===== src/rtl/perf_counter_unit_pkg.sv =====
// Shared types for the performance counter unit: instruction classes and
// the per-stage tracking record carried down the shadow pipeline.
package perf_pkg;

    localparam int CNT_W = 19;

    typedef enum logic [1:0] {
        CLS_OTHER  = 2'd0,
        CLS_ARITH  = 2'd1,
        CLS_MEM    = 2'd2,
        CLS_BRANCH = 2'd3
    } inst_class_t;

    typedef struct packed {
        logic        valid;
        inst_class_t cls;
    } stage_t;

endpackage


===== src/rtl/perf_counter_unit_sat_counter.sv =====
// Saturating up-counter: counts when inc is set and hold is clear, and sticks
// at all-ones instead of wrapping.
module sat_counter #(
    parameter int WIDTH = 19
) (
    input  logic             clk,
    input  logic             rst,
    input  logic             inc,
    input  logic             hold,
    output logic [WIDTH-1:0] count
);

    logic [WIDTH-1:0] count_q;
    logic [WIDTH-1:0] count_d;

    always_comb begin
        count_d = count_q;
        if (inc && !hold && (count_q != {WIDTH{1'b1}})) begin
            count_d = count_q + {{(WIDTH-1){1'b0}}, 1'b1};
        end
    end

    always_ff @(posedge clk) begin
        if (rst) begin
            count_q <= '0;
        end else begin
            count_q <= count_d;
        end
    end

    assign count = count_q;

endmodule


===== src/rtl/perf_counter_unit.sv =====
// Shadow pipeline that follows instructions from issue to retire and feeds
// saturating stall / arithmetic / memory / total-retired counters.
module perf_counter_unit
    import perf_pkg::*;
#(
    parameter int PIPE_DEPTH   = 4,
    parameter int FLUSH_STAGES = 2,
    parameter int CNT_W        = perf_pkg::CNT_W
) (
    input  logic             clk,
    input  logic             rst,
    input  logic             issue_valid,
    input  logic [1:0]       issue_class,
    input  logic             stall,
    input  logic             flush,
    input  logic             finish,
    output logic [CNT_W-1:0] stall_count,
    output logic [CNT_W-1:0] aritmetric_count,
    output logic [CNT_W-1:0] memory_count,
    output logic [CNT_W-1:0] instruction_count,
    output logic [2:0]       inflight
);

    stage_t     stage_q [PIPE_DEPTH];
    stage_t     stage_d [PIPE_DEPTH];
    logic [2:0] inflight_q;
    logic [2:0] inflight_d;
    logic       retire;
    logic       retire_arith;
    logic       retire_mem;

    // Retire only happens on a shifting cycle; the oldest stage is never
    // touched by flush, so an instruction leaving during a flush still counts.
    always_comb begin
        for (int i = 0; i < PIPE_DEPTH; i++) begin
            stage_d[i] = stage_q[i];
        end
        retire = 1'b0;
        if (!stall) begin
            retire        = stage_q[PIPE_DEPTH-1].valid;
            stage_d[0]    = '{valid: issue_valid, cls: inst_class_t'(issue_class)};
            for (int i = 1; i < PIPE_DEPTH; i++) begin
                stage_d[i] = stage_q[i-1];
            end
        end
        if (flush) begin
            for (int i = 0; i < FLUSH_STAGES; i++) begin
                stage_d[i].valid = 1'b0;
            end
        end
    end

    assign retire_arith = retire && (stage_q[PIPE_DEPTH-1].cls == CLS_ARITH);
    assign retire_mem   = retire && (stage_q[PIPE_DEPTH-1].cls == CLS_MEM);

    always_comb begin
        inflight_d = 3'd0;
        for (int i = 0; i < PIPE_DEPTH; i++) begin
            inflight_d = inflight_d + {2'b00, stage_d[i].valid};
        end
    end

    always_ff @(posedge clk) begin
        if (rst) begin
            for (int i = 0; i < PIPE_DEPTH; i++) begin
                stage_q[i] <= '{valid: 1'b0, cls: CLS_OTHER};
            end
            inflight_q <= 3'd0;
        end else begin
            for (int i = 0; i < PIPE_DEPTH; i++) begin
                stage_q[i] <= stage_d[i];
            end
            inflight_q <= inflight_d;
        end
    end

    assign inflight = inflight_q;

    sat_counter #(.WIDTH(CNT_W)) u_stall_cnt (
        .clk   (clk),
        .rst   (rst),
        .inc   (stall),
        .hold  (finish),
        .count (stall_count)
    );

    sat_counter #(.WIDTH(CNT_W)) u_arith_cnt (
        .clk   (clk),
        .rst   (rst),
        .inc   (retire_arith),
        .hold  (finish),
        .count (aritmetric_count)
    );

    sat_counter #(.WIDTH(CNT_W)) u_mem_cnt (
        .clk   (clk),
        .rst   (rst),
        .inc   (retire_mem),
        .hold  (finish),
        .count (memory_count)
    );

    sat_counter #(.WIDTH(CNT_W)) u_instr_cnt (
        .clk   (clk),
        .rst   (rst),
        .inc   (retire),
        .hold  (finish),
        .count (instruction_count)
    );

endmodule

===== config.mk =====
export PLATFORM = sky130hd
export DESIGN_NAME = perf_counter_unit
export DESIGN_NICKNAME = d
export VERILOG_FILES = /design/src/rtl/perf_counter_unit_pkg.sv /design/src/rtl/perf_counter_unit_sat_counter.sv /design/src/rtl/perf_counter_unit.sv
export SDC_FILE = /design/constraint.sdc
export NUM_CORES = 1
export LEC_CHECK = 0
export CAP_MARGIN = 20
export CORE_MARGIN = 2
export CORE_UTILIZATION = 45
export CTS_CLUSTER_DIAMETER = 40
export DETAILED_ROUTE_END_ITERATION = 10
export DONT_BUFFER_PORTS = 1
export PLACE_DENSITY_LB_ADDON = 0.3
export SETUP_SLACK_MARGIN = 0.4
export SYNTH_ARGS = -nofsm -noshare
export SYNTH_HDL_FRONTEND = slang
export SYNTH_SLANG_ARGS = --single-unit

===== constraint.sdc =====
create_clock -name clk -period 3.48 [get_ports clk]
set_input_delay 0.696 -clock clk [delete_from_list [all_inputs] [get_ports clk]]
set_output_delay 0.696 -clock clk [all_outputs]
set_load 0.1 [all_outputs]

After elaboration in Yosys (flattened, before gate mapping):

Memory sizes are Yosys's and may differ from the RTL's.
Index checks and enable logic that the tools add are counted.

* output and inout port bits: 79
* register bits: 79
* bits in writable memories: 12
* memories: 1

* reduce and logical (&&, ||, !) cells: 11
* add/sub/neg operators: 7
* equality and inequality tests: 6
* muxes and demuxes: 11
* bitwise operators: 4

Memories
* stage_q: depth 4, width 3, rd ports 4, clocked after Yosys merged registers in 0, write ports 4, line perf_counter_unit.sv:24 `stage_t stage_q [PIPE_DEPTH];`

Operators by type and width (count)
* adder 19 x 1 -> 19 bit, second input constant: 4
* inequality test 19 bit, second input constant: 4
* 2-to-1 mux 12 bit: 1
* 2-to-1 mux 3 bit: 4
* logical AND 1 bit: 10
* 2-to-1 mux 1 bit: 6
* OR 1 bit: 4
* adder 2 x 1 -> 3 bit: 1
* adder 3 x 1 -> 3 bit: 1
* adder 1 x 1 -> 2 bit: 1
* equality test 2 x 1 -> 1 bit, second input constant: 1
* equality test 2 bit, second input constant: 1
* zero test 1 bit: 1

Longest topological paths before layout:

Gate-level depths: netlist (run 1).

* depth in word-level cells: 5
* mapped depth: 8

Cells and area by module:

A second synthesis (run 1) with hierarchy kept.

* cells, all modules: 542
* area total of the unflattened synthesis: 5117.4 um^2

By module, submodules not included
* sat_counter: cells an instance 122, instances 4, area each 1132.3 um^2
* perf_counter_unit: cells an instance 54, instances 1, area each 588.1 um^2

Worst setup path before layout (run 1):

No wires, ideal clock.

* path type: input to register
* start point: input port stall
* end point: register inflight_q[1], in the netlist inflight[1]
* data arrival time: 2.569 ns
* required time: 3.352 ns
* library setup time: 0.128 ns
* setup slack: 0.783 ns
* path buffers: 2
* stages on the path: 8
* path through: buf_6 -> clkbuf_1 -> mux2i_1 -> nor2_1 -> fa_1 -> ha_1 -> ha_1 -> nor2b_1

RTL lines
* from (decl): line perf_counter_unit.sv:14 `input logic stall,`
* to (signal assigned): line perf_counter_unit.sv:73 `inflight_q <= inflight_d;`
* to (decl): line perf_counter_unit.sv:26 `logic [2:0] inflight_q;`

Worst setup path after layout (run 1):

* start point: register u_instr_cnt.count_q[13], in the netlist u_instr_cnt.count[13]
* end point: register u_instr_cnt.count_q[15], in the netlist u_instr_cnt.count[15]

* cells in the longest elaborated chain, start to end: 2
* elaborated cells on any way between the ends: 3
* classes of those cells: add/sub (1); eq/ne (1); reduce/logical (1)

Ends and longest elaborated chain
* from (decl): line perf_counter_unit_sat_counter.sv:13 `logic [WIDTH-1:0] count_q;`
* from (signal assigned): line perf_counter_unit_sat_counter.sv:27 `count_q <= count_d;`
* branches (longest 2 deep; another with adder 19 x 1 -> 19 bit)

Several ways; the timed one is not identified.
A chain may end at the register's enable or synchronous reset.

==> results.sh, run 1 <==
export IMPL_synth_top_family_by_area="simple AND/OR/NAND/NOR gates"
export IMPL_finClkSkew_ns=0.0101
export IMPL_p_leak_nw=2.08
export IMPL_grt_max_degree=140
export IMPL_worstPathRequired_ns=3.73
export IMPL_syn_nets=563
export IMPL_synth_compound_area_share=0.106
export IMPL_grt_ovfl_total=0
export IMPL_utilization=0.541
export IMPL_drc=0
export IMPL_worstHoldStart="rst"
export IMPL_dr_pass1_iters=4
export IMPL_drv_slew=0
export IMPL_finalSetupViolations=0
export IMPL_crit_fanout=11
export IMPL_total_power_mw=1.73
export IMPL_hold_end="u_mem_cnt.count[7]"
export IMPL_setup_worst_path_start_class="flop"
export IMPL_arrival_ns=2.76
export IMPL_hold_viol_final=0
export IMPL_maxCapViolCount=0
export IMPL_drive_above_1_share=0.230
export IMPL_endpoint_kind="flop"
export IMPL_clk_latency_ns=0.36
export IMPL_powerDensity_nw_per_um2=310
export IMPL_netlist_area_um2=4770
export IMPL_ys_ff_latch=91
export IMPL_worstHoldPathType="primary input to flop"
export IMPL_async_reset_ff_frac=0
export IMPL_synth_edf_count=0
export IMPL_outcome="finished clean"
export IMPL_synth_seq_area_share=0.382
export IMPL_tightest_slew_ns=1.07
export IMPL_synthAdderAreaFrac=0.0199
export IMPL_track_usage=0.196
export IMPL_hold_depth=1
export IMPL_n_fill_cell=948
export IMPL_n_antenna_cell=0
export IMPL_ys_top_cells_by_count="91 x dfxtp_1, 64 x nor2_1, 46 x nor2b_1"
export IMPL_die_h_um=107
export IMPL_die_area_um2=11400
export IMPL_antenna_found_initial=0
export IMPL_cts_resized=0
export IMPL_slew_headroom=0.287
export IMPL_wire_per_inst_um=14.7
export IMPL_wirelength_mm=11.1
export IMPL_synth_distinct_cells=42
export IMPL_start_util=0.462
export IMPL_areaGrowthSynthToFinish_pct=17.2
export IMPL_grt_first_pass_wirelength_mm=18.4
export IMPL_syn_inst=548
export IMPL_max_freq_ghz=0.398
export IMPL_synth_mux_area_fraction=0.133
export IMPL_ant_nets=0
export IMPL_core_um2=10300
export IMPL_reg2reg_slack_ns=0.97
export IMPL_min_period_over_period=0.721
export IMPL_min_period_ns=2.51
export IMPL_rsz0062_at_grt="no"
export IMPL_grt_pass1_vias=4000
export IMPL_numCtsBuffers=9
export IMPL_synth_top_area_frac=0.382
export IMPL_finalSetupTns_ns=0
export IMPL_routabilityCongestion=0.802
export IMPL_cts_root_buffer="clkbuf_8"
export IMPL_synthFlopType="dfxtp_1"
export IMPL_cts_sinks=91
export IMPL_avgSynthCellArea_um2=8.70
export IMPL_r2r_start="u_instr_cnt.count[13]"
export IMPL_synth_simple_gate_area_frac=0.327
export IMPL_r2r_cells=5
export IMPL_rows=37
export IMPL_synthTopCellsByArea="dfxtp_1 38%, mux2_2 10%, nor2b_1 6.0%, nor2_1 5.0%, a21oi_1 3.5%"
export IMPL_viasPerCell=5.70
export IMPL_htree_num_levels=3
export IMPL_design_area_um2=5590
export IMPL_yosys_warnings=0
export IMPL_r2r_end="u_instr_cnt.count[15]"
export IMPL_crit_type="flop to flop"
export IMPL_nets=629
export IMPL_cts_setup_buffers=0
export IMPL_die_w_um=107
export IMPL_cts_clk_slew_worst_paths_ns=0.09
export IMPL_synth_most_common_cell="dfxtp_1"
export IMPL_drt_iter0_drc=251
export IMPL_vias=4297
export IMPL_io_buffers=0
export IMPL_yosysTopAreaCell="dfxtp_1"
export IMPL_hpwl_mm=7.83
export IMPL_cts_tree="built"
export IMPL_synth_xor_area_share=0
export IMPL_io_pins=87
export IMPL_peakVddDrop_v=0.000180
export IMPL_place_area_um2=5430
export IMPL_postCtsHoldBufs=0
export IMPL_clk_path_buf_depth=2
-- where the power goes --
part / total [mW] / switching (mW) / internal, mW
registers: 1.05 / 0.00639 / 1.05
clock network: 0.640 / 0.365 / 0.276
logic: 0.0400 / 0.0223 / 0.0177
total: 1.73 / 0.393 / 1.34
-- worst max path at each step --
stage                                     start               endpoint  slack (ns)  cells after the start
after global placement    u_instr_cnt.count[13]  u_instr_cnt.count[15]        1.07                      5
final                     u_instr_cnt.count[13]  u_instr_cnt.count[15]        0.97                      5
after CTS                 u_instr_cnt.count[13]  u_instr_cnt.count[15]        0.99                      5
after global routing      u_instr_cnt.count[13]  u_instr_cnt.count[11]        0.85                      5
after floorplan                           stall            inflight[1]        0.78                      8
after detailed placement  u_instr_cnt.count[13]  u_instr_cnt.count[15]        1.01                      5
-- area by class of cell --
| cell class | instances | area (um2) | share of cell area |
|---|---|---|---|
| clock inverters | 2 | 12.5 | 0.00224 |
| clock buffers | 13 | 149 | 0.0266 |
| repair buffers | 79 | 593 | 0.106 |
| well taps | 136 | 170 | 0.0305 |
| multi-input cells | 420 | 2790 | 0.500 |
| inverters | 13 | 48.8 | 0.00873 |
| flip-flops and latches | 91 | 1820 | 0.326 |
-- critical path, cell delays in order, from the launching register on --
cell,delay [ns]
dfxtp_1,1.02
nand4_1,0.37
nor4_1,0.41
buf_4,0.24
nor4b_1,0.07
mux2_2,0.29
-- per-stage QoR --
stage / cells / setup WS [ns] / hold WS [ns]
after floorplan: 548 / 0.783 / 0.460
after detailed placement: 739 / 1.01 / 0.488
final: 754 / 0.970 / 0.396
after CTS: 754 / 0.995 / 0.385
after global placement: 739 / 1.07 / 0.476
after global routing: 754 / 0.854 / 0.371
-- flip-flops by register name, summed over array words and instances (netlist names) --
register           flops
u_mem_cnt.count       19
u_stall_cnt.count     19
u_instr_cnt.count     19
stage_q               12
inflight               3
u_arith_cnt.count     19
-- kinds of logic (layout without fill, tap and decap cells) --
| logic type | Yosys count | in the layout |
|---|---|---|
| AOI/OAI and AO/OA | 79 | 79 |
| adders and majority gates | 7 | 7 |
| buffers and inverters | 37 | 107 |
| DFF | 91 | 91 |
| muxes | 58 | 58 |
| and+or+nand+nor | 276 | 276 |
-- per-layer routing --
layer / vias up / GRT usage / routed length, um
li1: 2147 / - / -
met1: 2037 / 0.235 / 4910
met2: 95 / 0.329 / 5320
met4: 0 / 0.0751 / 217
met5: - / 0 / 0
met3: 18 / 0.0590 / 625
-- cells in the final DEF (no fill, tap or decap), types with 2 or more instances in the layout --
cell,n
a2111oi_0,5
a211oi_1,9
a21oi_1,33
a311oi_1,3
a31oi_1,4
a41oi_1,4
and2_1,4
and3_1,4
and4_1,9
and4b_1,3
buf_4,79
clkbuf_1,3
clkbuf_8,10
dfxtp_1,91
ha_1,6
inv_1,13
mux2_2,43
mux2i_1,15
nand2_1,26
nand2b_1,11
nand3_1,24
nand4_1,23
nor2_1,64
nor2b_1,46
nor3_1,14
nor4_1,12
nor4_2,2
nor4b_1,2
o21ai_0,6
o31ai_1,15
or3_1,9
or4_1,16
(Power assumes the default switching activity.)
==> run 2, diff against run 1 <==
==> constraint.sdc (replaced) <==
create_clock -name clk -period 2.6 [get_ports clk]
set_input_delay 0.52 -clock clk [delete_from_list [all_inputs] [get_ports clk]]
set_output_delay 0.52 -clock clk [all_outputs]
set_load 0.1 [all_outputs]
==> run 2 against run 1 <==
Against the previous run:
- flip-flop and latch count is the same
- worst setup slack worse by 0.50 ns
- critical endpoint is now u_mem_cnt.count[17]
- routed wire length increased by 6.1%
- first-iteration DRC count up 33%
- combinational power rose by 50%
- sequential share of layout area up 0.62 points
- non-clock buffer count rose by 3
- utilization increased by 2.0 points
- critical path type unchanged
- clock-buffer cell count decreased by 3
==> results.sh, run 2 (synthesized netlist as in run 1, its figures left out) <==
export IMPL_outcome="finished clean"
export IMPL_routabilityCongestion=0.858
export IMPL_io_pins=87
export IMPL_wire_per_inst_um=15.5
export IMPL_start_util=0.462
export IMPL_grt_ovfl_total=0
export IMPL_io_buffers=0
export IMPL_htree_num_levels=3
export IMPL_hpwl_mm=8.29
export IMPL_n_antenna_cell=0
export IMPL_reg2reg_slack_ns=0.47
export IMPL_p_leak_nw=2.17
export IMPL_antenna_found_initial=0
export IMPL_cts_sinks=91
export IMPL_viasPerCell=5.81
export IMPL_grt_first_pass_wirelength_mm=19.5
export IMPL_drive_above_1_share=0.364
export IMPL_min_period_ns=2.13
export IMPL_ant_nets=0
export IMPL_drt_iter0_drc=334
export IMPL_final_common_cell="buf_4"
export IMPL_critPathSlowestCell="dfxtp_4"
export IMPL_setup_worst_path_start_class="flop"
export IMPL_cts_tree="built"
export IMPL_layout_common_cells="82 x buf_4, 70 x dfxtp_2, 64 x nor2_1"
export IMPL_crit_type="flop to flop"
export IMPL_drv_slew=0
export IMPL_slowest_delay_ns=0.58
export IMPL_core_um2=10300
export IMPL_max_freq_ghz=0.469
export IMPL_vias=4397
export IMPL_grt_max_degree=140
export IMPL_hold_viol_final=0
export IMPL_die_h_um=107
export IMPL_slew_headroom=0.601
export IMPL_areaGrowthSynthToFinish_pct=21.4
export IMPL_maxCapViolCount=0
export IMPL_track_usage=0.208
export IMPL_numCtsBuffers=9
export IMPL_cts_clk_slew_worst_paths_ns=0.09
export IMPL_crit_fanout=8
export IMPL_peakVddDrop_v=0.000230
export IMPL_r2r_cells=4
export IMPL_setup_worst_path_end="u_mem_cnt.count[17]"
export IMPL_cts_root_buffer="clkbuf_8"
export IMPL_nets=632
export IMPL_grt_pass1_vias=4210
export IMPL_rows=37
export IMPL_hold_depth=1
export IMPL_finalSetupTns_ns=0
export IMPL_utilization=0.561
export IMPL_finalSetupViolations=0
export IMPL_arrival_ns=2.40
export IMPL_worstHoldPathType="primary input to flop"
export IMPL_n_fill_cell=924
export IMPL_crit_path_start="u_mem_cnt.count[2]"
export IMPL_rsz0062_at_grt="yes"
export IMPL_worstPathRequired_ns=2.87
export IMPL_whs_ns=0.216
export IMPL_register_area_um2=1920
export IMPL_postCtsHoldBufs=0
export IMPL_place_area_um2=5540
export IMPL_crit_chain="nand4_1, or4b_4, nor4_2, mux2_2"
export IMPL_r2r_start="u_mem_cnt.count[2]"
export IMPL_r2r_end="u_mem_cnt.count[17]"
export IMPL_total_power_mw=2.53
export IMPL_design_area_um2=5790
export IMPL_dr_pass1_iters=4
export IMPL_finClkSkew_ns=0.00587
export IMPL_wirelength_mm=11.7
export IMPL_powerDensity_nw_per_um2=437
export IMPL_die_w_um=107
export IMPL_tightest_slew_ns=0.598
export IMPL_clk_latency_ns=0.37
export IMPL_multiInputGateArea_um2=2820
export IMPL_clk_path_buf_depth=2
export IMPL_die_area_um2=11400
export IMPL_min_period_over_period=0.820
export IMPL_endpoint_kind="flop"
export IMPL_drc=0
## run 2: cell types whose count changed in the layout (fill, tap and decap cells not counted)
| cell | change |
|---|---|
| dfxtp_1 | -74 |
| dfxtp_2 | +70 |
| or4b_1 | -1 |
| a2111oi_1 | +2 |
| bufinv_16 | +2 |
| clkbuf_1 | -3 |
| nor4_2 | +3 |
| nor4_1 | -3 |
| clkinv_2 | +1 |
| a2111oi_0 | -2 |
| or4b_4 | +1 |
| dfxtp_4 | +4 |
| buf_4 | +3 |
## run 2: worst max-delay path, delay by kind of cell (launching register included)
| kind | cells | cell delay [ns] |
|---|---|---|
| flops | 1 | 0.58 |
| mux | 1 | 0.37 |
| simple gates | 3 | 1.08 |
## run 2: power by group
group          switching (mW)  internal [mW]  total, mW
registers             0.00392           1.39       1.40
clock network           0.515          0.559       1.07
logic                  0.0354         0.0248     0.0602
## run 2: cell type report
cell class | instances | area share
inverter | 13 | 0.00843
timing repair buffer | 82 | 0.106
clock buffer | 10 | 0.0238
multi-input combinational | 420 | 0.486
clock inverter | 5 | 0.0134
tap | 136 | 0.0294
sequential | 91 | 0.332
## run 2: worst min path at each step
stage	startpoint	end	slack, ns
global route	rst	u_stall_cnt.count[10]	0.18
detailed placement	u_arith_cnt.count[16]	u_arith_cnt.count[16]	0.48
floorplan	stage_q[0][0]	stage_q[1][0]	0.46
CTS	rst	u_stall_cnt.count[14]	0.18
finish	flush	stage_q[1][2]	0.22
global placement	u_arith_cnt.count[16]	u_arith_cnt.count[16]	0.47
## run 2: routing by layer
layer	vias to the layer above	track usage	share of wire
met4	0	0.0946	0.021
met2	114	0.343	0.48
met5	-	0	0
met1	2096	0.256	0.44
met3	21	0.0492	0.058
li1	2166	-	-
## run 2: metrics by stage
| step | instances | setup WS (ns) |
|---|---|---|
| after detailed placement | 741 | 0.301 |
| after global routing | 757 | 0.389 |
| after CTS | 756 | 0.417 |
| final | 757 | 0.468 |
| after global placement | 741 | 0.437 |
| after floorplan | 548 | 0.378 |
## run 2: repair_timing
item | CTS | global route
buffers inserted | 0 | 1
endpoints found under the setup margin | 0 | 11
gates resized for setup | 0 | 8
